<file path="src/rtl/trace_round_ctrl_pkg.sv">
// Shared types, constants and scoring helpers for the trace round controller.
package trace_round_ctrl_pkg;

  // Game phases.
  typedef enum logic [2:0] {
    StIdle,
    StShow,
    StClear,
    StPlay,
    StScore,
    StDone
  } state_e;

  // Pattern generator: 16-bit Fibonacci LFSR, taps 16,14,13,11 (bits 15,13,12,10).
  localparam logic [15:0] LfsrSeed = 16'hACE1;
  localparam logic [15:0] LfsrTaps = 16'hB400;

  // Extra points for covering the snitch box.
  localparam int unsigned SnitchBonus = 4;

  // Width of each player's cumulative score.
  localparam int unsigned ScoreW = 8;

  // One LFSR step: shift left, feedback into bit 0.
  function automatic logic [15:0] lfsr_next(input logic [15:0] v);
    return {v[14:0], ^(v & LfsrTaps)};
  endfunction

  // Points for one round: net hits clamped at zero, plus the snitch bonus.
  function automatic logic [5:0] round_gain(input logic [4:0] hits,
                                            input logic [4:0] misses,
                                            input logic       snitch_hit);
    logic [5:0] base;
    base = (hits > misses) ? {1'b0, hits - misses} : 6'd0;
    return base + (snitch_hit ? 6'(SnitchBonus) : 6'd0);
  endfunction

  // Score accumulate that sticks at all-ones instead of wrapping.
  function automatic logic [ScoreW-1:0] sat_add(input logic [ScoreW-1:0] score,
                                                input logic [5:0]        gain);
    logic [ScoreW:0] sum;
    sum = {1'b0, score} + {{(ScoreW - 5){1'b0}}, gain};
    return sum[ScoreW] ? '1 : sum[ScoreW-1:0];
  endfunction

endpackage

</file>
<file path="src/rtl/popcount16.sv">
// Counts the set bits of a 16-bit mask.
module popcount16 (
  input  logic [15:0] i_data,
  output logic [4:0]  o_count
);

  // Plain adder chain; synthesis folds it into a compressor tree.
  always_comb begin
    o_count = '0;
    for (int i = 0; i < 16; i++) begin
      o_count = o_count + 5'(i_data[i]);
    end
  end

endmodule

</file>
<file path="src/rtl/trace_round_ctrl.sv">
// Round sequencer for the trace-the-pattern game: shows a pseudo-random target,
// clears the grid, lets players trace, then scores each round.
module trace_round_ctrl
  import trace_round_ctrl_pkg::*;
#(
  parameter logic [31:0] SHOW_CYCLES  = 32'd50_000_000,
  parameter logic [31:0] CLEAR_CYCLES = 32'd10_000_000,
  parameter logic [31:0] PLAY_CYCLES  = 32'd250_000_000,
  parameter logic [3:0]  NUM_ROUNDS   = 4'd8
) (
  input  logic              i_clk,
  input  logic              i_reset,
  input  logic              i_start,
  input  logic              i_two_player_mode,
  input  logic [15:0]       i_traced_p1,
  input  logic [15:0]       i_traced_p2,
  output logic [15:0]       o_displayed_trace,
  output logic [15:0]       o_snitch_location,
  output logic              o_show_trace,
  output logic              o_reset_trace,
  output logic [ScoreW-1:0] o_score_p1,
  output logic [ScoreW-1:0] o_score_p2,
  output logic [3:0]        o_round,
  output logic              o_busy,
  output logic              o_game_over
);

  state_e            r_state;
  logic [31:0]       r_cnt;
  logic [15:0]       r_lfsr;
  logic [15:0]       r_disp;
  logic [15:0]       r_snitch;
  logic              r_show_trace;
  logic              r_reset_trace;
  logic              r_busy;
  logic              r_game_over;
  logic [ScoreW-1:0] r_score_p1;
  logic [ScoreW-1:0] r_score_p2;
  logic [3:0]        r_round;

  logic [15:0]       w_lfsr_next;
  logic [15:0]       w_snitch_next;
  logic [15:0]       w_hit_mask_p1;
  logic [15:0]       w_miss_mask_p1;
  logic [15:0]       w_hit_mask_p2;
  logic [15:0]       w_miss_mask_p2;
  logic [4:0]        w_hits_p1;
  logic [4:0]        w_misses_p1;
  logic [4:0]        w_hits_p2;
  logic [4:0]        w_misses_p2;
  logic [5:0]        w_gain_p1;
  logic [5:0]        w_gain_p2;
  logic              w_match;
  logic [3:0]        w_round_inc;

  // Next pattern and its snitch box, loaded together on every SHOW entry.
  always_comb begin
    w_lfsr_next   = lfsr_next(r_lfsr);
    w_snitch_next = 16'h0001 << w_lfsr_next[15:12];
  end

  // Split each player's trace into on-target and off-target boxes.
  always_comb begin
    w_hit_mask_p1  = i_traced_p1 & r_disp;
    w_miss_mask_p1 = i_traced_p1 & ~r_disp;
    w_hit_mask_p2  = i_traced_p2 & r_disp;
    w_miss_mask_p2 = i_traced_p2 & ~r_disp;
  end

  popcount16 u_pc_hits_p1 (
    .i_data  (w_hit_mask_p1),
    .o_count (w_hits_p1)
  );

  popcount16 u_pc_misses_p1 (
    .i_data  (w_miss_mask_p1),
    .o_count (w_misses_p1)
  );

  popcount16 u_pc_hits_p2 (
    .i_data  (w_hit_mask_p2),
    .o_count (w_hits_p2)
  );

  popcount16 u_pc_misses_p2 (
    .i_data  (w_miss_mask_p2),
    .o_count (w_misses_p2)
  );

  // Round gains, early-finish detection and round advance.
  always_comb begin
    w_gain_p1   = round_gain(w_hits_p1, w_misses_p1, |(i_traced_p1 & r_snitch));
    w_gain_p2   = round_gain(w_hits_p2, w_misses_p2, |(i_traced_p2 & r_snitch));
    w_match     = (i_traced_p1 == r_disp) ||
                  (i_two_player_mode && (i_traced_p2 == r_disp));
    w_round_inc = r_round + 4'd1;
  end

  // Game FSM with phase counter, pattern generator, scores and registered flags.
  always_ff @(posedge i_clk or posedge i_reset) begin
    if (i_reset) begin
      r_state       <= StIdle;
      r_cnt         <= '0;
      r_lfsr        <= LfsrSeed;
      r_disp        <= '0;
      r_snitch      <= '0;
      r_show_trace  <= 1'b0;
      r_reset_trace <= 1'b0;
      r_busy        <= 1'b0;
      r_game_over   <= 1'b0;
      r_score_p1    <= '0;
      r_score_p2    <= '0;
      r_round       <= '0;
    end else begin
      unique case (r_state)
        StIdle, StDone: begin
          if (i_start) begin
            r_state      <= StShow;
            r_cnt        <= '0;
            r_lfsr       <= w_lfsr_next;
            r_disp       <= w_lfsr_next;
            r_snitch     <= w_snitch_next;
            r_show_trace <= 1'b1;
            r_busy       <= 1'b1;
            r_game_over  <= 1'b0;
            r_score_p1   <= '0;
            r_score_p2   <= '0;
            r_round      <= '0;
          end
        end
        StShow: begin
          if (r_cnt == SHOW_CYCLES - 32'd1) begin
            r_state       <= StClear;
            r_cnt         <= '0;
            r_show_trace  <= 1'b0;
            r_reset_trace <= 1'b1;
          end else begin
            r_cnt <= r_cnt + 32'd1;
          end
        end
        StClear: begin
          if (r_cnt == CLEAR_CYCLES - 32'd1) begin
            r_state       <= StPlay;
            r_cnt         <= '0;
            r_reset_trace <= 1'b0;
          end else begin
            r_cnt <= r_cnt + 32'd1;
          end
        end
        StPlay: begin
          // A completed trace ends the phase without waiting for the timeout.
          if (w_match || (r_cnt == PLAY_CYCLES - 32'd1)) begin
            r_state <= StScore;
            r_cnt   <= '0;
          end else begin
            r_cnt <= r_cnt + 32'd1;
          end
        end
        StScore: begin
          r_score_p1 <= sat_add(r_score_p1, w_gain_p1);
          if (i_two_player_mode) begin
            r_score_p2 <= sat_add(r_score_p2, w_gain_p2);
          end
          r_round <= w_round_inc;
          r_cnt   <= '0;
          if (w_round_inc == NUM_ROUNDS) begin
            r_state     <= StDone;
            r_busy      <= 1'b0;
            r_game_over <= 1'b1;
          end else begin
            r_state      <= StShow;
            r_lfsr       <= w_lfsr_next;
            r_disp       <= w_lfsr_next;
            r_snitch     <= w_snitch_next;
            r_show_trace <= 1'b1;
          end
        end
        default: begin
          r_state <= StIdle;
          r_cnt   <= '0;
        end
      endcase
    end
  end

  // Output drive straight from registers.
  always_comb begin
    o_displayed_trace = r_disp;
    o_snitch_location = r_snitch;
    o_show_trace      = r_show_trace;
    o_reset_trace     = r_reset_trace;
    o_score_p1        = r_score_p1;
    o_score_p2        = r_score_p2;
    o_round           = r_round;
    o_busy            = r_busy;
    o_game_over       = r_game_over;
  end

endmodule
</file>
<file path="config.mk">
export PLATFORM = sky130hd
export DESIGN_NAME = trace_round_ctrl
export DESIGN_NICKNAME = d
export VERILOG_FILES = /design/src/rtl/trace_round_ctrl_pkg.sv /design/src/rtl/popcount16.sv /design/src/rtl/trace_round_ctrl.sv
export SDC_FILE = /design/constraint.sdc
export NUM_CORES = 1
export LEC_CHECK = 0
export CELL_PAD_IN_SITES_DETAIL_PLACEMENT = 0
export CELL_PAD_IN_SITES_GLOBAL_PLACEMENT = 2
export CORE_ASPECT_RATIO = 1.1
export CORE_MARGIN = 5
export CORE_UTILIZATION = 36
export CTS_CLUSTER_DIAMETER = 60
export DETAILED_ROUTE_END_ITERATION = 16
export PLACE_DENSITY = 0.8
export SETUP_SLACK_MARGIN = 0.1
export SLEW_MARGIN = 20
export SYNTH_ARGS = -nofsm -noshare
export SYNTH_HDL_FRONTEND = slang
export SYNTH_SLANG_ARGS = --single-unit
</file>
<file path="constraint.sdc">
create_clock -name i_clk -period 9.2 [get_ports i_clk]
set_input_delay 0.92 -clock i_clk [delete_from_list [all_inputs] [get_ports i_clk]]
set_output_delay 0.92 -clock i_clk [all_outputs]
set_load 0.1 [all_outputs]
</file>
==> results_dict.tcl, run 1 <==
set metrics [dict create \
    status "complete, no violations" \
    rsz0062_at_grt "no" \
    cts_setup_buffers 0 \
    crit_family "adder cells" \
    combPwrFrac 0.478 \
    dp_hpwl_um 18900 \
    hold_path_depth 2 \
    clk_latency_ns 0.35 \
    cp.required_ns 9.43 \
    synth_seq_cells 99 \
    r2r-start "o_displayed_trace[0]" \
    root_buffer "clkbuf_16" \
    final_nets 1156 \
    vias_per_cell 5.15 \
    layout_common_cells "ha_1, inv_1, nand2_1, clkdlybuf4s50_1, dfrtp_1" \
    worst-path-max-fanout 6 \
    pin_count 92 \
    ys_seq_area_frac 0.298 \
    report.final.slew_viol_count 0 \
    grt_pass1_vias 6721 \
    cp.arrival_ns 8.46 \
    syn_avg_cell_area_um2 9.37 \
    hold_viol_final 0 \
    die_area_um2 26300 \
    hold_path_class "register to register" \
    ff2ff_setup_slack_ns 1.50 \
    synth_edf_count 0 \
    port_buffers 91 \
    finalWorstSetupSlack_ns 0.971 \
    utilization 0.426 \
    grt_pass1_wl_um 38900 \
    fp-row-count 58 \
    syn_inst 889 \
    max_freq_mhz 122 \
    critPathLaunch "i_traced_p2[0]" \
    cts_sinks 99 \
    start_kind "input pin" \
    die_x_um 155 \
    vias 6508 \
    crit_slowest_cell "fa_1" \
    dp_cells 1248 \
    tightestPinTransition_ns 1.04 \
    diodes 0 \
    yosys_warnings 0 \
    wl_um 24400 \
    yosysTopAreaCell "dfrtp_1" \
    regToRegEndpoint "o_score_p2[4]" \
    min_period_ns 8.23 \
    fillers 2287 \
    place_congestion 0.926 \
    crit_buf_inv 3 \
    min_to "r_lfsr[7]" \
    layout_commonest_cell "ha_1" \
    internal_power_uw 1010 \
    powerDensity_nw_per_um2 172 \
    drv_cap 0 \
    grt_max_degree 70 \
    p_total_uw 1680 \
    synthFlopType "dfrtp_1" \
    htreeDepth 3 \
    fin_skew_ns 0.0107 \
    ant_nets 0 \
    clockPowerShare 0.227 \
    wl_per_cell_um 19.3 \
    cts-resized-gates 0 \
    cts_buffer_depth 2 \
    drc 0 \
    async_flop_share 1.00 \
    cp_common_cell "fa_1" \
    min_period_over_period 0.894 \
    coreArea_um2 22900 \
    netSwitchingPower_uw 669 \
    synthesis.nets 1086 \
    drive_above_1_share 0.0426 \
    leakage_uw 0.00462 \
    instances_no_fill 1263 \
    setup_violations 0 \
    vdd_ir_drop_max_v 0.0000906 \
    path_class "input pin to register" \
    seqPwrFrac 0.295 \
    cts_tree "yes" \
    netlist_area_um2 8330 \
    cts_buffers 9 \
    initial_core_util 0.365 \
    post-place-ws_ns 0.612 \
    switching_share 0.399 \
    postCtsHoldBufs 0 \
    crit_path_end_kind "register" \
    area_growth_pct 17.0 \
    cpPeakStageDelay_ns 0.55 \
    ys_top_cells_by_area "dfrtp_1, ha_1, fa_1, inv_1, nand2_1" \
    die_h_um 170 \
    netlist.area_leader.share 0.273 \
    yosysUniqueCellTypes 62 \
    antenna_found_initial 0 \
    maxSlewHeadroom 0.307 \
    grt_overflow_total 0 \
    dr.pass1.iters 5 \
    hp-start "r_lfsr[7]" \
    setup-tns-final_ns 0 \
    r2r_cells 25 \
    cts.reportedPaths.clkPinSlew_ns 0.07 \
    track_usage 0.189 \
    drt_iter0_drc 273 \
]
==> sequential cells by signal (all words and copies together), names as in the netlist <==
register and count:
r_cnt 32, o_snitch_location 16, r_lfsr 16, o_displayed_trace 8
o_score_p1 8, o_score_p2 8, o_round 4, r_state 3
o_busy 1, o_game_over 1, o_reset_trace 1, o_show_trace 1
==> layer usage <==
layer	track usage	wire length (um)	part of all wire	up-vias
met5	0	0	0	-
met4	0.0572	717	0.029	0
met3	0.0319	1060	0.044	37
met2	0.309	11400	0.47	140
met1	0.257	11100	0.46	3134
li1	-	-	-	3197
==> worst min-delay path, delay by kind of cell, from the launching register on <==
family / cells / cell delay (ns)
DFF: 1 / 0.37
and+or+nand+nor: 2 / 0.09
==> cell usage after synthesis, types with 4 or more instances <==
cell type	n
ha_1	115
a21boi_0	4
nand2_1	105
clkbuf_1	20
nor2b_1	10
a22o_1	12
a211oi_1	4
inv_1	114
and2_1	7
fa_1	46
o21ai_0	63
and4_1	6
o21ai_1	6
nand2b_1	6
xor2_1	18
o41ai_1	6
buf_4	9
a221oi_1	8
a21oi_1	21
o31ai_1	11
buf_2	5
nand4_1	19
xnor2_1	14
o21a_1	4
a21o_1	13
o22ai_1	4
dfstp_2	8
nor3_1	11
dfrtp_1	91
a221o_1	6
nand3_1	17
nor4_1	7
o32ai_1	6
and3_1	13
nor2_1	33
==> metrics by stage <==
step	hold slack (ns)	instance area (um2)
finish	0.459	9750
global placement	0.449	9470
CTS	0.462	9750
global route	0.490	9750
floorplan	0.439	8330
detailed placement	0.450	9470
==> cells by family (layout without fill, tap and decap cells) <==
logic type,count (synthesis),count (layout),synth area share
buf+inv,152,226,0.0772
fa+ha+maj,161,161,0.283
mux,5,5,0.00631
simple gates,252,252,0.150
xor+xnor,32,32,0.0336
compound gates,188,188,0.151
flops,99,99,0.298
==> power groups by stage <==
stage	logic [uW]	clock network (uW)	registers, uW
floorplan	555	0	552
global placement	819	0	503
detailed placement	808	0	504
CTS	813	391	496
global route	929	409	499
finish	802	380	496
==> how the worst max path moves through the flow <==
| stage | to | slack (ns) | cells after the start |
|---|---|---|---|
| 6_report | o_score_p2[4] | 0.97 | 26 |
| 5_1_grt | o_score_p1[7] | 0.48 | 26 |
| 4_1_cts | o_score_p2[4] | 0.97 | 26 |
| 3_5_place_dp | o_score_p2[1] | 0.61 | 26 |
| 3_3_place_gp | o_score_p2[0] | 0.69 | 26 |
| 2_1_floorplan | o_score_p2[2] | 1.40 | 26 |
==> cell type report <==
| type | count | area (um2) | area share |
|---|---|---|---|
| multi-input cells | 638 | 5220 | 0.535 |
| inverters | 114 | 430 | 0.0441 |
| repair buffers | 97 | 956 | 0.0980 |
| well taps | 300 | 375 | 0.0385 |
| flip-flops and latches | 99 | 2490 | 0.255 |
| clock buffers | 10 | 229 | 0.0235 |
| clock inverters | 5 | 53.8 | 0.00552 |
Power figures use the tool's default switching activity.
==> run 2: changes to the inputs <==
CTS_BUF_LIST = sky130_fd_sc_hd__clkbuf_16   (was default)
==> results_dict.tcl, run 2 (synthesis results as in run 1) <==
set metrics [dict create \
    final_nets 1156 \
    cts-resized-gates 0 \
    fin_skew_ns 0.0107 \
    hold_path_class "register to register" \
    vias 6508 \
    start_kind "input pin" \
    layout_commonest_cell "ha_1" \
    crit_path_end_kind "register" \
    path_class "input pin to register" \
    diodes 0 \
    ant_nets 0 \
    post-place-ws_ns 0.612 \
    clk_latency_ns 0.35 \
    min_period_over_period 0.895 \
    cp.required_ns 9.43 \
    drt_iter0_drc 280 \
    cts_tree "yes" \
    grt_pass1_wl_um 38900 \
    fp-row-count 58 \
    max_freq_mhz 122 \
    placed_area_um2 9470 \
    drive_above_1_share 0.0426 \
    worst-path-max-fanout 6 \
    coreArea_um2 22900 \
    die_h_um 170 \
    maxSlewHeadroom 0.307 \
    leakage_uw 0.00462 \
    port_buffers 91 \
    die_area_um2 26300 \
    area_growth_pct 17.0 \
    finalWorstSetupSlack_ns 0.970 \
    r2r_cells 25 \
    layout_common_cells "ha_1, inv_1, nand2_1, clkdlybuf4s50_1, dfrtp_1" \
    postCtsHoldBufs 0 \
    grt_pass1_vias 6721 \
    cts_setup_buffers 0 \
    hold_viol_final 0 \
    hold_path_depth 2 \
    htreeDepth 3 \
    rsz0062_at_grt "no" \
    r2r-start "o_displayed_trace[0]" \
    initial_core_util 0.365 \
    largest_reg_flops 32 \
    dp_hpwl_um 18900 \
    grt_max_degree 70 \
    cts_buffer_depth 2 \
    root_buffer "clkbuf_16" \
    status "complete, no violations" \
    ff2ff_setup_slack_ns 1.50 \
    setup-tns-final_ns 0 \
    hp-start "r_lfsr[7]" \
    report.final.slew_viol_count 0 \
    pin_count 92 \
    drc 0 \
    wl_per_cell_um 19.3 \
    antenna_found_initial 0 \
    setup_violations 0 \
    track_usage 0.189 \
    regMostFlops "r_cnt" \
    powerDensity_nw_per_um2 172 \
    cp.arrival_ns 8.46 \
    min_period_ns 8.23 \
    finalInstanceArea_um2 9750 \
    cts.reportedPaths.clkPinSlew_ns 0.07 \
    place_congestion 0.926 \
    tightestPinTransition_ns 1.04 \
    vdd_ir_drop_max_v 0.0000906 \
    regToRegEndpoint "o_score_p2[4]" \
    die_x_um 155 \
    cts_buffers 9 \
    dr.pass1.iters 5 \
    vias_per_cell 5.15 \
    drv_cap 0 \
    wl_um 24400 \
    min_to "r_lfsr[7]" \
    cts_sinks 99 \
    grt_overflow_total 0 \
]
==> run 2: changes by cell type in the layout (fill, tap and decap cells not counted) <==
cell      before  now
clkbuf_1       1    0
inv_1        113  114
==> run 2: worst max path at each step <==
stage / startpoint / end / slack (ns) / cells after the start
2_1_floorplan: o_displayed_trace[0] / o_score_p2[2] / 1.40 / 26
6_report: i_traced_p2[0] / o_score_p2[4] / 0.97 / 26
3_5_place_dp: i_traced_p2[1] / o_score_p2[1] / 0.61 / 26
4_1_cts: i_traced_p2[1] / o_score_p2[4] / 0.97 / 26
3_3_place_gp: i_traced_p2[0] / o_score_p2[0] / 0.69 / 26
5_1_grt: i_traced_p1[1] / o_score_p1[7] / 0.48 / 26
==> run 2: metal layers <==
metal	up-vias	track usage	share of wire
met4	0	0.0572	0.029
met1	3134	0.257	0.46
met2	140	0.309	0.47
met5	-	0	0
li1	3197	-	-
met3	37	0.0319	0.043
==> run 2: where the power goes <==
group          total (uW)  internal [uW]  leakage, uW  switching, uW
Combinational         802            340      0.00317            462
Clock                 379            208     0.000147            171
Sequential            496            459      0.00130           36.2
==> run 2: stage by stage <==
step | hold WS [ns] | utilization | total power [uW] | std cells
finish | 0.459 | 0.426 | 1680 | 1263
global route | 0.490 | 0.426 | 1840 | 1263
global placement | 0.449 | 0.414 | 1320 | 1248
CTS | 0.462 | 0.426 | 1700 | 1263
floorplan | 0.439 | - | 1110 | 889
detailed placement | 0.450 | 0.414 | 1310 | 1248
==> run 2: worst max-delay path, stage by stage <==
cell	delay [ns]
clkdlybuf4s50_1	0.48
ha_1	0.24
ha_1	0.28
inv_1	0.05
fa_1	0.50
fa_1	0.52
fa_1	0.55
inv_1	0.05
fa_1	0.50
fa_1	0.46
fa_1	0.48
ha_1	0.33
nor2b_1	0.14
o21ai_0	0.19
a21oi_1	0.11
o21a_1	0.17
o22ai_1	0.31
nor2_1	0.11
fa_1	0.47
ha_1	0.30
a21o_1	0.15
a21o_1	0.19
a21o_1	0.18
a21o_1	0.21
and4_1	0.27
a221o_1	0.27
==> run 2: cell type report <==
class / instances / area [um2]
clock inverter: 6 / 57.6
fill: 2287 / 13100
timing repair buffer: 97 / 956
sequential: 99 / 2490
multi-input combinational: 638 / 5220
clock buffer: 9 / 225
inverter: 114 / 430
tap: 300 / 375
==> run 3: changes to the inputs <==
CORE_UTILIZATION = 39   (was 36)
PLACE_DENSITY = 0.86   (was 0.8)
REMOVE_ABC_BUFFERS = 1   (was default)
clock period = 10.4 ns   (was 9.2 ns; I/O delays follow)
==> results_dict.tcl, run 3 (synthesis results as in run 1) <==
set metrics [dict create \
    fp-row-count 56 \
    setup-tns-final_ns 0 \
    coreArea_um2 21200 \
    crit_family "adder cells" \
    drc 0 \
    antenna_found_initial 0 \
    wl_um 23600 \
    hold_viol_final 0 \
    report.final.slew_viol_count 0 \
    crit_slowest_cell "fa_1" \
    powerDensity_nw_per_um2 154 \
    finalWorstSetupSlack_ns 2.06 \
    whs_ns 0.461 \
    die_x_um 149 \
    wl_per_cell_um 18.8 \
    track_usage 0.198 \
    finalInstanceArea_um2 9770 \
    fillers 2083 \
    htreeDepth 3 \
    cts-resized-gates 0 \
    vias 6546 \
    rsz0062_at_grt "no" \
    grt_max_degree 79 \
    cts_sinks 99 \
    diodes 0 \
    max_freq_mhz 120 \
    setup_violations 0 \
    cts.reportedPaths.clkPinSlew_ns 0.07 \
    cts_buffers 9 \
    area_growth_pct 17.2 \
    path_class "input pin to register" \
    leakage_uw 0.00463 \
    grt_pass1_vias 6543 \
    die_area_um2 24400 \
    cp.required_ns 10.64 \
    regMostFlops "r_cnt" \
    maxSlewHeadroom 0.334 \
    drv_cap 0 \
    dr.pass1.iters 4 \
    port_buffers 91 \
    grt_overflow_total 0 \
    cp.arrival_ns 8.59 \
    drive_above_1_share 0.0415 \
    dp_hpwl_um 18300 \
    cts_buffer_depth 2 \
    postCtsHoldBufs 0 \
    cts_setup_buffers 0 \
    min_period_ns 8.34 \
    cpPeakStageDelay_ns 0.54 \
    worst-path-max-fanout 7 \
    vias_per_cell 5.22 \
    drt_iter0_drc 299 \
    placed_area_um2 9450 \
    instances_no_fill 1254 \
    cp_common_cell "fa_1" \
    post-place-ws_ns 1.73 \
    root_buffer "clkbuf_16" \
    initial_core_util 0.394 \
    layout_common_cells "ha_1, inv_1, nand2_1, clkdlybuf4s50_1, dfrtp_1" \
    start_kind "input pin" \
    hold_path_class "register to register" \
    place_congestion 0.905 \
    layout_commonest_cell "ha_1" \
    largest_reg_flops 32 \
    tightestPinTransition_ns 0.996 \
    crit_path_end_kind "register" \
    min_period_over_period 0.802 \
    clk_latency_ns 0.35 \
    crit_buf_inv 3 \
    grt_pass1_wl_um 37300 \
    final_nets 1156 \
    pin_count 92 \
    multiInputGateArea_um2 5220 \
    fin_skew_ns 0.00722 \
    cts_tree "yes" \
    die_h_um 163 \
    regArea_um2 2490 \
    ant_nets 0 \
    dp_cells 1238 \
    status "complete, no violations" \
    vdd_ir_drop_max_v 0.0000853 \
]
-- run 3: cell types whose count changed in the layout (fill, tap and decap cells not counted) --
cell / before / now
clkinv_1: 0 / 2
clkinv_2: 3 / 1
buf_4: 6 / 5
buf_6: 0 / 1
bufinv_16: 1 / 2
clkinv_4: 0 / 1
inv_6: 1 / 0
-- run 3: per-stage QoR --
step / total power (uW) / utilization
6_report: 1510 / 0.462
5_1_grt: 1630 / 0.462
4_1_cts: 1520 / 0.461
3_5_place_dp: 1160 / 0.447
3_3_place_gp: 1160 / 0.447
2_1_floorplan: 978 / -
-- run 3: final cells by class --
cell class | count | area share
multi-input combinational | 638 | 0.534
clock buffer | 9 | 0.0231
timing repair buffer | 97 | 0.0982
sequential | 99 | 0.255
tap | 290 | 0.0371
clock inverter | 7 | 0.00871
inverter | 114 | 0.0441
-- run 3: path summary, 6_finish.rpt --
| kind | start | end | slack (ns) | cells after the start |
|---|---|---|---|---|
| setup / recovery | i_traced_p1[0] | o_score_p1[7] | 2.06 | 26 |
| hold / removal | r_lfsr[5] | r_lfsr[5] | 0.46 | 2 |
| setup reg to reg | r_lfsr[1] | o_score_p1[7] | 2.72 | 25 |
| hold reg to reg | r_lfsr[5] | r_lfsr[5] | 0.46 | 2 |
| max in group asynchronous | i_reset | r_lfsr[4] | 8.35 | 3 |
| min in group asynchronous | i_reset | r_cnt[4] | 1.01 | 2 |
-- run 3: report_power, final --
part	switching [uW]	total [uW]	internal [uW]
clock	152	360	209
sequential	30.9	437	406
combinational	411	710	298
-- run 3: metal layers --
layer	track usage	part of all wire
met1	0.267	0.46
met2	0.330	0.48
met3	0.0247	0.038
met4	0.0687	0.024
met5	0	0
-- run 3: worst register-to-register path: stages (launching register included) --
cell and delay (ns):
dfrtp_1 0.48, ha_1 0.24, ha_1 0.28, inv_1 0.06, fa_1 0.50, fa_1 0.51, fa_1 0.54, inv_1 0.05
fa_1 0.50, fa_1 0.48, fa_1 0.50, ha_1 0.34, nor2b_1 0.13, o21ai_0 0.19, a21boi_0 0.15, o21a_1 0.19
o22ai_1 0.30, nor2_1 0.11, fa_1 0.47, ha_1 0.30, a21o_1 0.15, a21oi_1 0.20, o21ai_0 0.14, a41o_1 0.34
o21bai_1 0.18, a22o_1 0.23
